<file path="config.mk">
export PLATFORM = sky130hd
export DESIGN_NAME = rs_encoder_lfsr
export DESIGN_NICKNAME = d
export VERILOG_FILES = /design/src/rtl/rs_encoder_lfsr.sv
export SDC_FILE = /design/constraint.sdc
export NUM_CORES = 1
export LEC_CHECK = 0
export BUFFER_PORTS_ARGS = -buffer_cell sky130_fd_sc_hd__buf_4
export CORE_UTILIZATION = 55
export CTS_BUF_LIST = sky130_fd_sc_hd__clkbuf_2
export CTS_CLUSTER_DIAMETER = 150
export CTS_CLUSTER_SIZE = 8
export DETAILED_ROUTE_END_ITERATION = 10
export PLACE_DENSITY_LB_ADDON = 0.05
export SLEW_MARGIN = 30
export SYNTH_ARGS = -nofsm -noshare
export SYNTH_HDL_FRONTEND = slang
export SYNTH_SLANG_ARGS = --single-unit
</file>
<file path="constraint.sdc">
create_clock -name clk -period 6 [get_ports clk]
set_input_delay 0.6 -clock clk [delete_from_list [all_inputs] [get_ports clk]]
set_output_delay 0.6 -clock clk [all_outputs]
set_load 0.05 [all_outputs]
</file>
<file path="src/rtl/rs_encoder_lfsr.sv">
// Systematic Reed-Solomon encoder over GF(2^SYM_W).
// A K-symbol message is divided by g(x) through a clocked LFSR, one symbol per cycle.
// The codeword is the captured message followed by the N-K parity symbols.
module rs_encoder_lfsr #(
  parameter int unsigned     SYM_W        = 4,
  parameter int unsigned     N            = 15,
  parameter int unsigned     K            = 9,
  parameter logic [SYM_W:0]  PRIM_POLY    = 5'b10011,
  parameter                  GEN_POLY     = 24'h793CAC,
  parameter bit              TOGGLE_START = 1'b1
) (
  input  logic                 clk,
  input  logic                 rst,
  input  logic [K*SYM_W-1:0]   message,
  input  logic                 encodeMessage,
  output logic [N*SYM_W-1:0]   encodedMessage,
  output logic                 encoderBusy,
  output logic                 encodeDone
);

  localparam int unsigned M      = N - K;
  localparam int unsigned MSG_W  = K * SYM_W;
  localparam int unsigned PAR_W  = M * SYM_W;
  localparam int unsigned CNT_W  = $clog2(K + 1);

  localparam logic [1:0] IDLE  = 2'd0;
  localparam logic [1:0] SHIFT = 2'd1;
  localparam logic [1:0] DONE  = 2'd2;

  // Reject parameter sets that cannot form a valid code
  if (N > (2 ** SYM_W) - 1) begin : gBadN
    $error("rs_encoder_lfsr: N exceeds 2^SYM_W-1");
  end
  if (K < 1 || K >= N) begin : gBadK
    $error("rs_encoder_lfsr: K must satisfy 1 <= K < N");
  end
  if ($bits(GEN_POLY) != PAR_W) begin : gBadGen
    $error("rs_encoder_lfsr: GEN_POLY width must be (N-K)*SYM_W");
  end

  localparam logic [PAR_W-1:0] GEN = PAR_W'(GEN_POLY);

  logic [1:0]        state;
  logic [1:0]        stateNext;
  logic [MSG_W-1:0]  msgShift;
  logic [MSG_W-1:0]  msgHold;
  logic [PAR_W-1:0]  lfsr;
  logic [PAR_W-1:0]  lfsrNext;
  logic [SYM_W-1:0]  feedback;
  logic [CNT_W-1:0]  symCnt;
  logic              reqLevelPrev;
  logic              req;

  // Multiply by a GF(2^SYM_W) constant; with b constant this folds to XOR gates
  function automatic logic [SYM_W-1:0] gfMul(input logic [SYM_W-1:0] a,
                                             input logic [SYM_W-1:0] b);
    logic [SYM_W-1:0] acc;
    logic [SYM_W-1:0] t;
    acc = '0;
    t   = a;
    for (int i = 0; i < int'(SYM_W); i++) begin
      if (b[i]) acc = acc ^ t;
      t = t[SYM_W-1] ? ((t << 1) ^ PRIM_POLY[SYM_W-1:0]) : (t << 1);
    end
    return acc;
  endfunction

  // Request detect: level change in toggle mode, plain level in pulse mode
  always_comb begin
    req = TOGGLE_START ? (encodeMessage ^ reqLevelPrev) : encodeMessage;
  end

  // One LFSR division step: feedback scaled by each generator coefficient
  always_comb begin
    feedback = msgShift[MSG_W-1 -: SYM_W] ^ lfsr[PAR_W-1 -: SYM_W];
    lfsrNext = lfsr << SYM_W;
    for (int j = 0; j < int'(M); j++) begin
      lfsrNext[j*SYM_W +: SYM_W] = lfsrNext[j*SYM_W +: SYM_W]
                                   ^ gfMul(feedback, GEN[j*SYM_W +: SYM_W]);
    end
  end

  // State register
  always_ff @(posedge clk or posedge rst) begin
    if (rst) state <= IDLE;
    else     state <= stateNext;
  end

  // Next-state logic
  always_comb begin
    stateNext = state;
    case (state)
      IDLE:    if (req) stateNext = SHIFT;
      SHIFT:   if (symCnt == CNT_W'(K - 1)) stateNext = DONE;
      DONE:    stateNext = IDLE;
      default: stateNext = IDLE;
    endcase
  end

  // Datapath and registered outputs
  always_ff @(posedge clk or posedge rst) begin
    if (rst) begin
      reqLevelPrev   <= 1'b0;
      msgShift       <= '0;
      msgHold        <= '0;
      lfsr           <= '0;
      symCnt         <= '0;
      encodedMessage <= '0;
      encoderBusy    <= 1'b0;
      encodeDone     <= 1'b0;
    end else begin
      reqLevelPrev <= encodeMessage;
      encodeDone   <= 1'b0;
      case (state)
        IDLE: begin
          if (req) begin
            msgShift    <= message;
            msgHold     <= message;
            lfsr        <= '0;
            symCnt      <= '0;
            encoderBusy <= 1'b1;
          end
        end
        SHIFT: begin
          lfsr     <= lfsrNext;
          msgShift <= msgShift << SYM_W;
          symCnt   <= symCnt + CNT_W'(1);
        end
        DONE: begin
          encodedMessage <= {msgHold, lfsr};
          encoderBusy    <= 1'b0;
          encodeDone     <= 1'b1;
        end
        default: ;
      endcase
    end
  end

endmodule
</file>
### Word level (Yosys, flattened, before mapping)

Cells that the tools add are included.

* bits in registers: 165
* bits in latches: 0
* bits in writable memories: 0
* ROM bits: 0
* bits of input ports: 39
* output and inout port bits: 62
* word-level logic and storage cells: 52
* memories kept: 0

* add/subtract/negate cells: 1
* multiply operators: 0
* div/mod/pow operators: 0
* $lt $le $gt $ge: 0
* eq/ne operators: 5
* shifts and indexed selects: 0
* muxes and demuxes: 15
* bitwise operators: 15
* reduce and logical (&&, ||, !) cells: 7

Operator list (count)
* 36-bit case mux with 2 select lines: 1
* 24-bit case mux with 2 select lines: 1
* 4-bit bitwise XOR: 11
* 36-bit two-way mux: 1
* 24-bit two-way mux: 1
* 2-bit two-way mux: 5
* 4-bit case mux with 2 select lines: 1
* 2-bit AND reduction: 4
* 2-bit NOT: 3
* 4-bit by 1-bit adder with 4-bit output, second input constant: 1
* 4-bit == test, second input constant: 1
* 4-bit two-way mux: 1
* 2-bit != test, second input constant: 2
* 2-bit case mux with 2 select lines: 1
* 2-bit nonzero test: 2
* 2-bit by 1-bit == test with 1-bit output, second input constant: 1
* 2-bit == test, second input constant: 1
* 2-bit zero test: 1
* 1-bit two-way mux: 2
* 1-bit case mux with 2 select lines: 1
* 1-bit bitwise XOR: 1

### Depth between registers and ports, before layout

Gate-level depths: netlist of the first run.

* word-level depth: 10
* gate-level depth with buffers: 6
* depth with buffers taken out: 5

### Worst setup path after synthesis of the first run

Ideal clock, no wire load.

* kind: in2reg
* from: in encodeMessage
* to: reg msgShift[11]
* library setup time: 66 ps
* data arrival time: 1640 ps
* required time: 5934 ps
* path slack: 4293 ps
* stages: 5
* cells stage by stage: xnor2_1 > a21o_1 > clkbuf_1 > clkbuf_1 > a221o_1

* word-level cells in the longest chain between the ends: 3

Ends and longest elaborated chain
* from (decl): line 15 `input logic encodeMessage,`
* 1-bit bitwise XOR: line 70 `req = TOGGLE_START ? (encodeMessage ^ reqLevelPrev) : encodeMessage;`
* 2-bit != test (no source line)
* 2-bit AND reduction (no source line)
* to (signal assigned): line 117 `msgShift <= message;`
* to (signal assigned): line 126 `msgShift <= msgShift << SYM_W;`
* to (decl): line 45 `logic [MSG_W-1:0] msgShift;`

Every way passes these cells.
A chain may end at the register's enable or synchronous reset.

### Worst setup path in the final report of the first run

* from: reg state[1]
* to: reg encodedMessage[0]

* word-level cells in the longest chain between the ends: 1

Ends and longest elaborated chain
* from (decl): line 43 `logic [1:0] state;`
* from (signal assigned): line 86 `else state <= stateNext;`
* 2-bit == test: line 114 `case (state)`
* to (signal assigned): line 130 `encodedMessage <= {msgHold, lfsr};`
* to (decl): line 16 `output logic [N*SYM_W-1:0] encodedMessage,`

Every way passes these cells.

==> impl_metrics.env, run 1 <==
export IMPL_run_status="finished, violations left"
export IMPL_violations="DRC"
export IMPL_postRouteWirelength_um=12500
export IMPL_yosysWarnings=0
export IMPL_syn2layout_area_growth_pct=17.7
export IMPL_nFillCells=874
export IMPL_grt_max_degree=110
export IMPL_htree_levels=4
export IMPL_powerDensity_nw_per_um2=620
export IMPL_r2r_slack_ns=3.73
export IMPL_layout_drive_gt1_share_pct=34.0
export IMPL_final_cell_mix="dfrtp_1, buf_4, nand2_1"
export IMPL_period_needed_ns=2.27
export IMPL_tightest_slew_ns=0.836
export IMPL_grt_remaining_overflow=0
export IMPL_initialDrtViolationCount=164
export IMPL_cap_violations=0
export IMPL_num_vias=4142
export IMPL_synth_top_area_cell="dfrtp_1"
export IMPL_holdWs_ns=0.0709
export IMPL_ant_nets=0
export IMPL_final_common_cell="dfrtp_1"
export IMPL_leakagePower_nw=4.03
export IMPL_p_total_mw=4.83
export IMPL_viasPerCell=5.44
export IMPL_postCtsResizedCells=0
export IMPL_cp_cell_sequence="nor2b_4 -> buf_4 -> mux2_2"
export IMPL_final_cells=761
export IMPL_synth_avg_cell_area_um2=13.0
export IMPL_drc=3
export IMPL_crit_family="simple AND/OR/NAND/NOR gates"
export IMPL_cts_root_to_sink_buffers=2
export IMPL_yosysSeqAreaShare_pct=62.3
export IMPL_hold_class="input pin to flip-flop"
export IMPL_first_pass_iters=7
export IMPL_utilization_pct=67.4
export IMPL_worst_slack_ns=3.73
export IMPL_dpl_hpwl_um=8230
export IMPL_synthesis_area_um2=6620
export IMPL_syn_num_nets=550
export IMPL_syn_inst=509
export IMPL_path_clk_slew_ns=0.22
export IMPL_synth_seq_cells=165
export IMPL_root_buffer="clkbuf_2"
export IMPL_synth_top_area_share_pct=62.3
export IMPL_layout_nets=646
export IMPL_ir_worst_vdd_uv=299
export IMPL_cts_hold_buffers=1
export IMPL_initial_core_util_pct=57.3
export IMPL_end_kind="flip-flop"
export IMPL_place_area_um2=7490
export IMPL_post_place_ws_ns=3.66
export IMPL_clock_sinks=165
export IMPL_chipHeight_um=112
export IMPL_num_rows=39
export IMPL_cts_setup_buffers=0
export IMPL_fp_coreArea_um2=11600
export IMPL_ioPinCount=101
export IMPL_numCtsBuffers=17
export IMPL_wl_per_cell_um=16.5
export IMPL_clkLatencyLatePin_ns=0.72
export IMPL_dp_cells=726
export IMPL_crit_path_max_fanout=35
export IMPL_gp_congestion=0.744
export IMPL_grt_pass1_wl_um=21100
export IMPL_antenna_cells=0
export IMPL_worstSetupPathType="flip-flop to flip-flop"
export IMPL_path_buf_inv=1
export IMPL_tns_ns=0
export IMPL_slowest_delay_ns=0.73
export IMPL_slew_violations=0
export IMPL_synth_distinct_cells=30
export IMPL_fmax_ghz=0.440
export IMPL_rsz0062_at_grt="false"
export IMPL_crit_arrival_ns=2.90
export IMPL_cts_tree="built"
export IMPL_start_kind="flip-flop"
export IMPL_numPortBuffers=100
export IMPL_cp_slowest_cell="nor2b_4"
export IMPL_grt_pass1_vias=4103
export IMPL_required_ns=6.63
export IMPL_antenna_found_initial=0
export IMPL_period_share_pct=37.9
export IMPL_track_usage_pct=22.0
export IMPL_fin_skew_ns=0.0174
export IMPL_die_area_um2=12500
export IMPL_slew_limit_headroom_pct=44.2
export IMPL_dieWidth_um=112
export IMPL_design_area_um2=7790
export IMPL_synth_area_leaders="dfrtp_1, mux2_2, nand2_1, a221o_1, a21o_1"
export IMPL_hold_viol_final=0
export IMPL_setup_viol=0
-- cell type report --
| type | count | area [µm²] | share of cell area, % |
|---|---|---|---|
| clock buffers | 17 | 85.1 | 1.09 |
| clock inverters | 15 | 185 | 2.38 |
| inverters | 5 | 26.3 | 0.337 |
| multi-input cells | 308 | 2370 | 30.4 |
| flip-flops and latches | 165 | 4130 | 53.0 |
| well taps | 143 | 179 | 2.30 |
| repair buffers | 108 | 818 | 10.5 |
-- cells by family after synthesis --
kind of cell	Yosys count	share of synthesized area, %
AO/OA/AOI/OAI	80	9.22
XOR/XNOR	36	6.63
multiplexers	60	10.2
buffers and inverters	36	2.19
AND/OR/NAND/NOR	130	9.05
adder cells (fa/ha/maj)	2	0.378
flip-flops	165	62.3
-- cell usage after synthesis, drive strengths merged --
cell type  count
a21o          25
a221o         24
a22oi          4
and2          24
buf           10
clkbuf        21
dfrtp        165
ha             2
inv            5
mux2          60
nand2         69
nand2b         1
nand3         29
nand4          1
nor2           1
nor2b          2
nor3           2
o21ai         26
o31ai          1
or3            1
xnor2         16
xnor3          4
xor2          15
xor3           1
-- report_power, final --
group / switching [mW] / internal [mW] / total [mW]
sequential: 0.316 / 1.57 / 1.89
clock: 0.373 / 0.270 / 0.643
combinational: 1.31 / 0.986 / 2.30
total: 2.00 / 2.83 / 4.83
-- tightest hold or removal path, stage by stage --
cell and delay, ns:
buf_4 0.07, nand2_1 0.06, nand2_1 0.05
-- layer usage --
| metal | vias to the layer above | wire (µm) | part of all wire [%] | GRT usage (%) |
|---|---|---|---|---|
| met5 | - | 0 | 0 | 0 |
| met4 | 0 | 211 | 1.7 | 8.20 |
| met3 | 17 | 543 | 4.3 | 5.66 |
| met2 | 96 | 5840 | 47 | 32.9 |
| met1 | 2060 | 5940 | 47 | 31.2 |
| li1 | 1969 | - | - | - |
-- flip-flops by register name (all words and copies together), names as in the netlist --
signal          cells
encoderBusy         1
symCnt              4
msgShift           36
state               2
reqLevelPrev        1
encodeDone          1
msgHold            36
encodedMessage     60
lfsr               24
-- final timing paths --
path                             start            endpoint  depth (start not counted)
max                           state[1]   encodedMessage[0]                          3
min                        message[28]         msgHold[28]                          3
max reg2reg                   state[1]   encodedMessage[0]                          3
min reg2reg                 msgHold[4]          msgHold[4]                          1
max in group asynchronous          rst          msgHold[1]                          4
min in group asynchronous          rst  encodedMessage[45]                          3
(Power assumes the default switching activity.)
==> inputs of run 2 (changes only) <==
--- a/config.mk
+++ b/config.mk
@@ -6,7 +6,7 @@
 export NUM_CORES = 1
 export LEC_CHECK = 0
 export BUFFER_PORTS_ARGS = -buffer_cell sky130_fd_sc_hd__buf_4
-export CORE_UTILIZATION = 55
+export CORE_UTILIZATION = 53
 export CTS_BUF_LIST = sky130_fd_sc_hd__clkbuf_2
 export CTS_CLUSTER_DIAMETER = 150
 export CTS_CLUSTER_SIZE = 8
==> constraint.sdc (replaced) <==
create_clock -name clk -period 1.9 [get_ports clk]
set_input_delay 0.19 -clock clk [delete_from_list [all_inputs] [get_ports clk]]
set_output_delay 0.19 -clock clk [all_outputs]
set_load 0.05 [all_outputs]
==> run 2 against run 1 <==
Effect of this change: the run now ends clean; design area grew 7.4%; worst hold slack gained 0.047 ns; global-route usage grew 1.5 points; clock power grew to 3.5 times the previous value; non-clock buffer count grew 47; worst setup slack lost 3.6 ns; power grew to 3.3 times the previous value; critical path type unchanged; critical endpoint is now lfsr[22]; largest cell class unchanged; highest routed layer unchanged.
==> impl_metrics.env, run 2 (synthesis results as in run 1) <==
export IMPL_run_status="complete, no violations"
export IMPL_syn2layout_area_growth_pct=26.4
export IMPL_cts_hold_buffers=39
export IMPL_path_buf_inv=0
export IMPL_start_kind="flip-flop"
export IMPL_clkLatencyLatePin_ns=0.73
export IMPL_grt_max_degree=59
export IMPL_hold_start="encodeMessage"
export IMPL_path_clk_slew_ns=0.22
export IMPL_numCtsBuffers=17
export IMPL_viasPerCell=5.22
export IMPL_postRouteWirelength_um=13600
export IMPL_fp_coreArea_um2=12100
export IMPL_reg2regPathDepth=4
export IMPL_period_needed_ns=1.73
export IMPL_slew_violations=0
export IMPL_final_cells=832
export IMPL_slowest_delay_ns=0.49
export IMPL_final_common_cell="dfrtp_1"
export IMPL_cts_setup_buffers=0
export IMPL_htree_levels=4
export IMPL_num_rows=40
export IMPL_gp_congestion=0.774
export IMPL_r2r_slack_ns=0.17
export IMPL_antenna_found_initial=0
export IMPL_period_share_pct=90.9
export IMPL_dpl_hpwl_um=9150
export IMPL_tightest_slew_ns=0.538
export IMPL_hold_class="input pin to flip-flop"
export IMPL_required_ns=2.55
export IMPL_drc=0
export IMPL_cap_violations=0
export IMPL_initialDrtViolationCount=190
export IMPL_cp_cell_sequence="xor2_4 -> xnor2_2 -> xnor3_1 -> o21ai_0"
export IMPL_dieWidth_um=114
export IMPL_top_regs="encodedMessage: 60 flops, msgHold: 36 flops, msgShift: 36 flops"
export IMPL_hold_viol_final=0
export IMPL_fin_skew_ns=0.0311
export IMPL_antenna_cells=0
export IMPL_rsz0062_at_grt="false"
export IMPL_ir_worst_vdd_uv=824
export IMPL_powerDensity_nw_per_um2=1880
export IMPL_setup_viol=0
export IMPL_initial_core_util_pct=54.7
export IMPL_num_vias=4342
export IMPL_r2r_end="lfsr[22]"
export IMPL_track_usage_pct=23.5
export IMPL_cts_tree="built"
export IMPL_cp_slowest_cell="dfrtp_1"
export IMPL_final_cell_mix="dfrtp_1, buf_4, nand2_1"
export IMPL_postCtsResizedCells=0
export IMPL_p_total_mw=15.8
export IMPL_top_register="encodedMessage"
export IMPL_rr_startpoint="msgShift[33]"
export IMPL_layout_nets=693
export IMPL_ant_nets=0
export IMPL_worstSetupPathType="flip-flop to flip-flop"
export IMPL_wl_per_cell_um=16.4
export IMPL_numPortBuffers=100
export IMPL_holdPathStages=2
export IMPL_layout_drive_gt1_share_pct=32.8
export IMPL_grt_remaining_overflow=0
export IMPL_hold_path_end="reqLevelPrev"
export IMPL_first_pass_iters=4
export IMPL_slew_limit_headroom_pct=64.1
export IMPL_die_area_um2=12900
export IMPL_crit_arrival_ns=2.38
export IMPL_grt_pass1_vias=4574
export IMPL_leakagePower_nw=4.28
export IMPL_clock_sinks=165
export IMPL_dp_cells=762
export IMPL_end_kind="flip-flop"
export IMPL_chipHeight_um=114
export IMPL_ioPinCount=101
export IMPL_fmax_ghz=0.579
export IMPL_grt_pass1_wl_um=23000
export IMPL_root_buffer="clkbuf_2"
export IMPL_crit_path_max_fanout=6
export IMPL_cts_root_to_sink_buffers=2
export IMPL_largest_register_ff_count=60
export IMPL_crit_family="XOR/XNOR gates"
[run 2: metal layers]
layer / routed length (µm) / track usage, % / up-vias / part of all wire, %
met5: 0 / 0 / - / 0
met4: 235 / 8.31 / 0 / 1.7
met3: 345 / 5.05 / 17 / 2.5
met2: 7160 / 40.6 / 71 / 53
met1: 5890 / 29.5 / 2199 / 43
li1: - / - / 2055 / -
[run 2: metrics by stage]
step / util [%] / instance area [µm²] / TNS, ns / hold WS (ns) / worst slack, ns
final: 69.1 / 8370 / 0 / 0.118 / 0.173
after global routing: 69.1 / 8370 / 0 / 0.0249 / 0.0520
after CTS: 69.1 / 8370 / 0 / 0.0409 / 0.164
after detailed placement: 63.4 / 7680 / 0 / 0.272 / 0.230
after global placement: 63.4 / 7680 / 0 / 0.260 / 0.279
after floorplan: - / 6630 / -64.15 / 0.221 / -0.389
[run 2: worst reg2reg max path, stage by stage, from the launching register on]
cell and delay (ns):
dfrtp_1 0.49, xor2_4 0.24, xnor2_2 0.36, xnor3_1 0.39
o21ai_0 0.16
[run 2: worst max path at each step]
stage                 startpoint          to  slack [ns]  cells past startpoint
finish              msgShift[33]    lfsr[22]        0.17                      4
global route        msgShift[33]    lfsr[22]        0.05                      4
CTS                 msgShift[33]    lfsr[22]        0.16                      4
detailed placement  msgShift[33]    lfsr[13]        0.23                      4
global placement    msgShift[33]    lfsr[23]        0.28                      4
floorplan                    rst  encodeDone       -0.39                      1
[run 2: final cells by class]
cell class / instances / area, µm²
well taps: 168 / 210
flip-flops and latches: 165 / 4130
fillers: 911 / 3740
multi-input cells: 308 / 2370
clock inverters: 12 / 209
repair buffers: 155 / 1340
inverters: 5 / 22.5
clock buffers: 19 / 95.1
[run 2: power breakdown]
group | switching (mW) | internal, mW | leakage (nW)
clock network | 1.16 | 1.11 | 0.176
logic | 4.19 | 3.35 | 1.99
registers | 1.00 | 4.97 | 2.12
total | 6.35 | 9.43 | 4.28
==> inputs of run 3 (changes only) <==
==> constraint.sdc (replaced) <==
create_clock -name clk -period 1.9 [get_ports clk]
set_input_delay 0.38 -clock clk [delete_from_list [all_inputs] [get_ports clk]]
set_output_delay 0.38 -clock clk [all_outputs]
set_load 0.05 [all_outputs]
==> run 3 against run 2 <==
Effect of this change: design area down 1.3%; clock-buffer cell count up 5; largest cell class unchanged; worst setup slack improved by 0.0039 ns; critical path depth up 1.
==> impl_metrics.env, run 3 (synthesis results as in run 1) <==
export IMPL_run_status="complete, no violations"
export IMPL_p_total_mw=15.1
export IMPL_tightest_slew_ns=0.544
export IMPL_gp_congestion=0.771
export IMPL_largest_register_ff_count=60
export IMPL_root_buffer="clkbuf_2"
export IMPL_layout_nets=694
export IMPL_gr_usage_met3_pct=3.88
export IMPL_r2r_slack_ns=0.18
export IMPL_period_share_pct=90.7
export IMPL_cap_violations=0
export IMPL_reg2regPathDepth=5
export IMPL_first_pass_iters=4
export IMPL_worstSetupPathType="flip-flop to flip-flop"
export IMPL_crit_path_max_fanout=6
export IMPL_seq_area_um2=4130
export IMPL_required_ns=2.53
export IMPL_leakagePower_nw=4.25
export IMPL_post_place_ws_ns=0.157
export IMPL_grt_max_degree=62
export IMPL_grt_busiest_layer="met2"
export IMPL_powerDensity_nw_per_um2=1830
export IMPL_fmax_ghz=0.581
export IMPL_final_common_cell="dfrtp_1"
export IMPL_num_vias=4262
export IMPL_grt_use_met1_pct=27.2
export IMPL_r2r_end="lfsr[5]"
export IMPL_dpl_hpwl_um=8680
export IMPL_end_kind="flip-flop"
export IMPL_num_rows=40
export IMPL_die_area_um2=12900
export IMPL_period_needed_ns=1.72
export IMPL_cts_root_to_sink_buffers=2
export IMPL_multi_input_area_um2=2370
export IMPL_grt_pass1_vias=4407
export IMPL_drc=0
export IMPL_final_cells=833
export IMPL_wl_per_cell_um=15.5
export IMPL_gr_usage_met2_pct=39.3
export IMPL_grt_pass1_wl_um=21900
export IMPL_setup_viol=0
export IMPL_antenna_cells=0
export IMPL_ir_worst_vdd_uv=756
export IMPL_final_cell_mix="dfrtp_1, buf_4, nand2_1"
export IMPL_htree_levels=4
export IMPL_top_regs="encodedMessage: 60 flops, msgHold: 36 flops, msgShift: 36 flops"
export IMPL_clkLatencyLatePin_ns=0.69
export IMPL_numCtsBuffers=17
export IMPL_antenna_found_initial=0
export IMPL_dieWidth_um=114
export IMPL_cp_cell_sequence="xor2_4 -> xnor2_2 -> buf_4 -> xnor3_1 -> o21ai_1"
export IMPL_initialDrtViolationCount=211
export IMPL_path_buf_inv=1
export IMPL_crit_arrival_ns=2.35
export IMPL_postRouteWirelength_um=12900
export IMPL_top_register="encodedMessage"
export IMPL_hold_class="input pin to async pin"
export IMPL_fin_skew_ns=0.0278
export IMPL_cp_slowest_cell="dfrtp_1"
export IMPL_worst_slack_ns=0.177
export IMPL_hold_viol_final=0
export IMPL_ioPinCount=101
export IMPL_path_clk_slew_ns=0.19
export IMPL_viasPerCell=5.12
export IMPL_layout_drive_gt1_share_pct=33.2
export IMPL_syn2layout_area_growth_pct=24.8
export IMPL_clock_sinks=165
export IMPL_chipHeight_um=114
export IMPL_nFillCells=924
export IMPL_crit_family="XOR/XNOR gates"
export IMPL_slowest_delay_ns=0.48
export IMPL_rsz0062_at_grt="false"
export IMPL_initial_core_util_pct=54.7
export IMPL_track_usage_pct=22.1
export IMPL_slew_violations=0
export IMPL_fp_coreArea_um2=12100
export IMPL_start_kind="flip-flop"
export IMPL_slew_limit_headroom_pct=63.5
export IMPL_postCtsResizedCells=0
export IMPL_ant_nets=0
export IMPL_grt_remaining_overflow=0
export IMPL_dp_cells=764
export IMPL_rr_startpoint="msgShift[33]"
export IMPL_numPortBuffers=100
export IMPL_cts_tree="built"
[run 3: cell types whose count changed in the layout (fill, tap and decap cells not counted)]
cell / previous run / this run
bufinv_16: 6 / 1
clkbuf_2: 19 / 24
clkinv_2: 2 / 4
buf_12: 6 / 7
buf_4: 110 / 111
clkinv_1: 3 / 2
clkinvlp_4: 2 / 1
dlygate4sd3_1: 39 / 38
[run 3: per-layer routing]
metal,vias up,share of wire (%),wire length (µm)
li1,2051,-,-
met1,2120,42,5470
met3,14,2.6,335
met2,77,54,6920
met5,-,0,0
met4,0,1.3,167
[run 3: worst max path at each step]
| stage | start | endpoint | cells past startpoint |
|---|---|---|---|
| 6_report | msgShift[33] | lfsr[5] | 5 |
| 5_1_grt | lfsr[20] | lfsr[21] | 5 |
| 4_1_cts | encodedMessage[36] | encodedMessage[36] | 1 |
| 3_5_place_dp | encodeMessage | lfsr[21] | 6 |
| 3_3_place_gp | encodeMessage | lfsr[23] | 6 |
| 2_1_floorplan | rst | encodeDone | 1 |
[run 3: tightest hold or removal path: stages]
cell and delay [ns]:
dlygate4sd3_1 0.54, buf_4 0.14, clkinvlp_4 0.13
[run 3: what timing repair did]
action	in CTS	in global routing
buffers inserted	0	0
endpoints found under the hold margin	236	0
hold buffers	38	0
[run 3: power breakdown]
group	internal [mW]	switching [mW]
registers	4.97	0.985
clock network	0.485	1.07
logic	3.40	4.21
total	8.86	6.26
[run 3: layout make-up]
type | instances | area share (%)
tap | 168 | 2.54
inverter | 5 | 0.273
timing repair buffer | 156 | 16.4
clock buffer | 24 | 1.45
multi-input combinational | 308 | 28.7
clock inverter | 7 | 0.696
sequential | 165 | 50.0
[run 3: per-stage QoR]
| stage | cell area, µm² | util, % | TNS, ns | hold slack (ns) |
|---|---|---|---|---|
| finish | 8260 | 68.2 | 0 | 0.133 |
| global route | 8260 | 68.2 | 0 | 0.0913 |
| CTS | 8260 | 68.2 | 0 | 0.0535 |
| detailed placement | 7710 | 63.6 | 0 | 0.293 |
| global placement | 7710 | 63.6 | 0 | 0.290 |
| floorplan | 6630 | - | -95.50 | 0.411 |
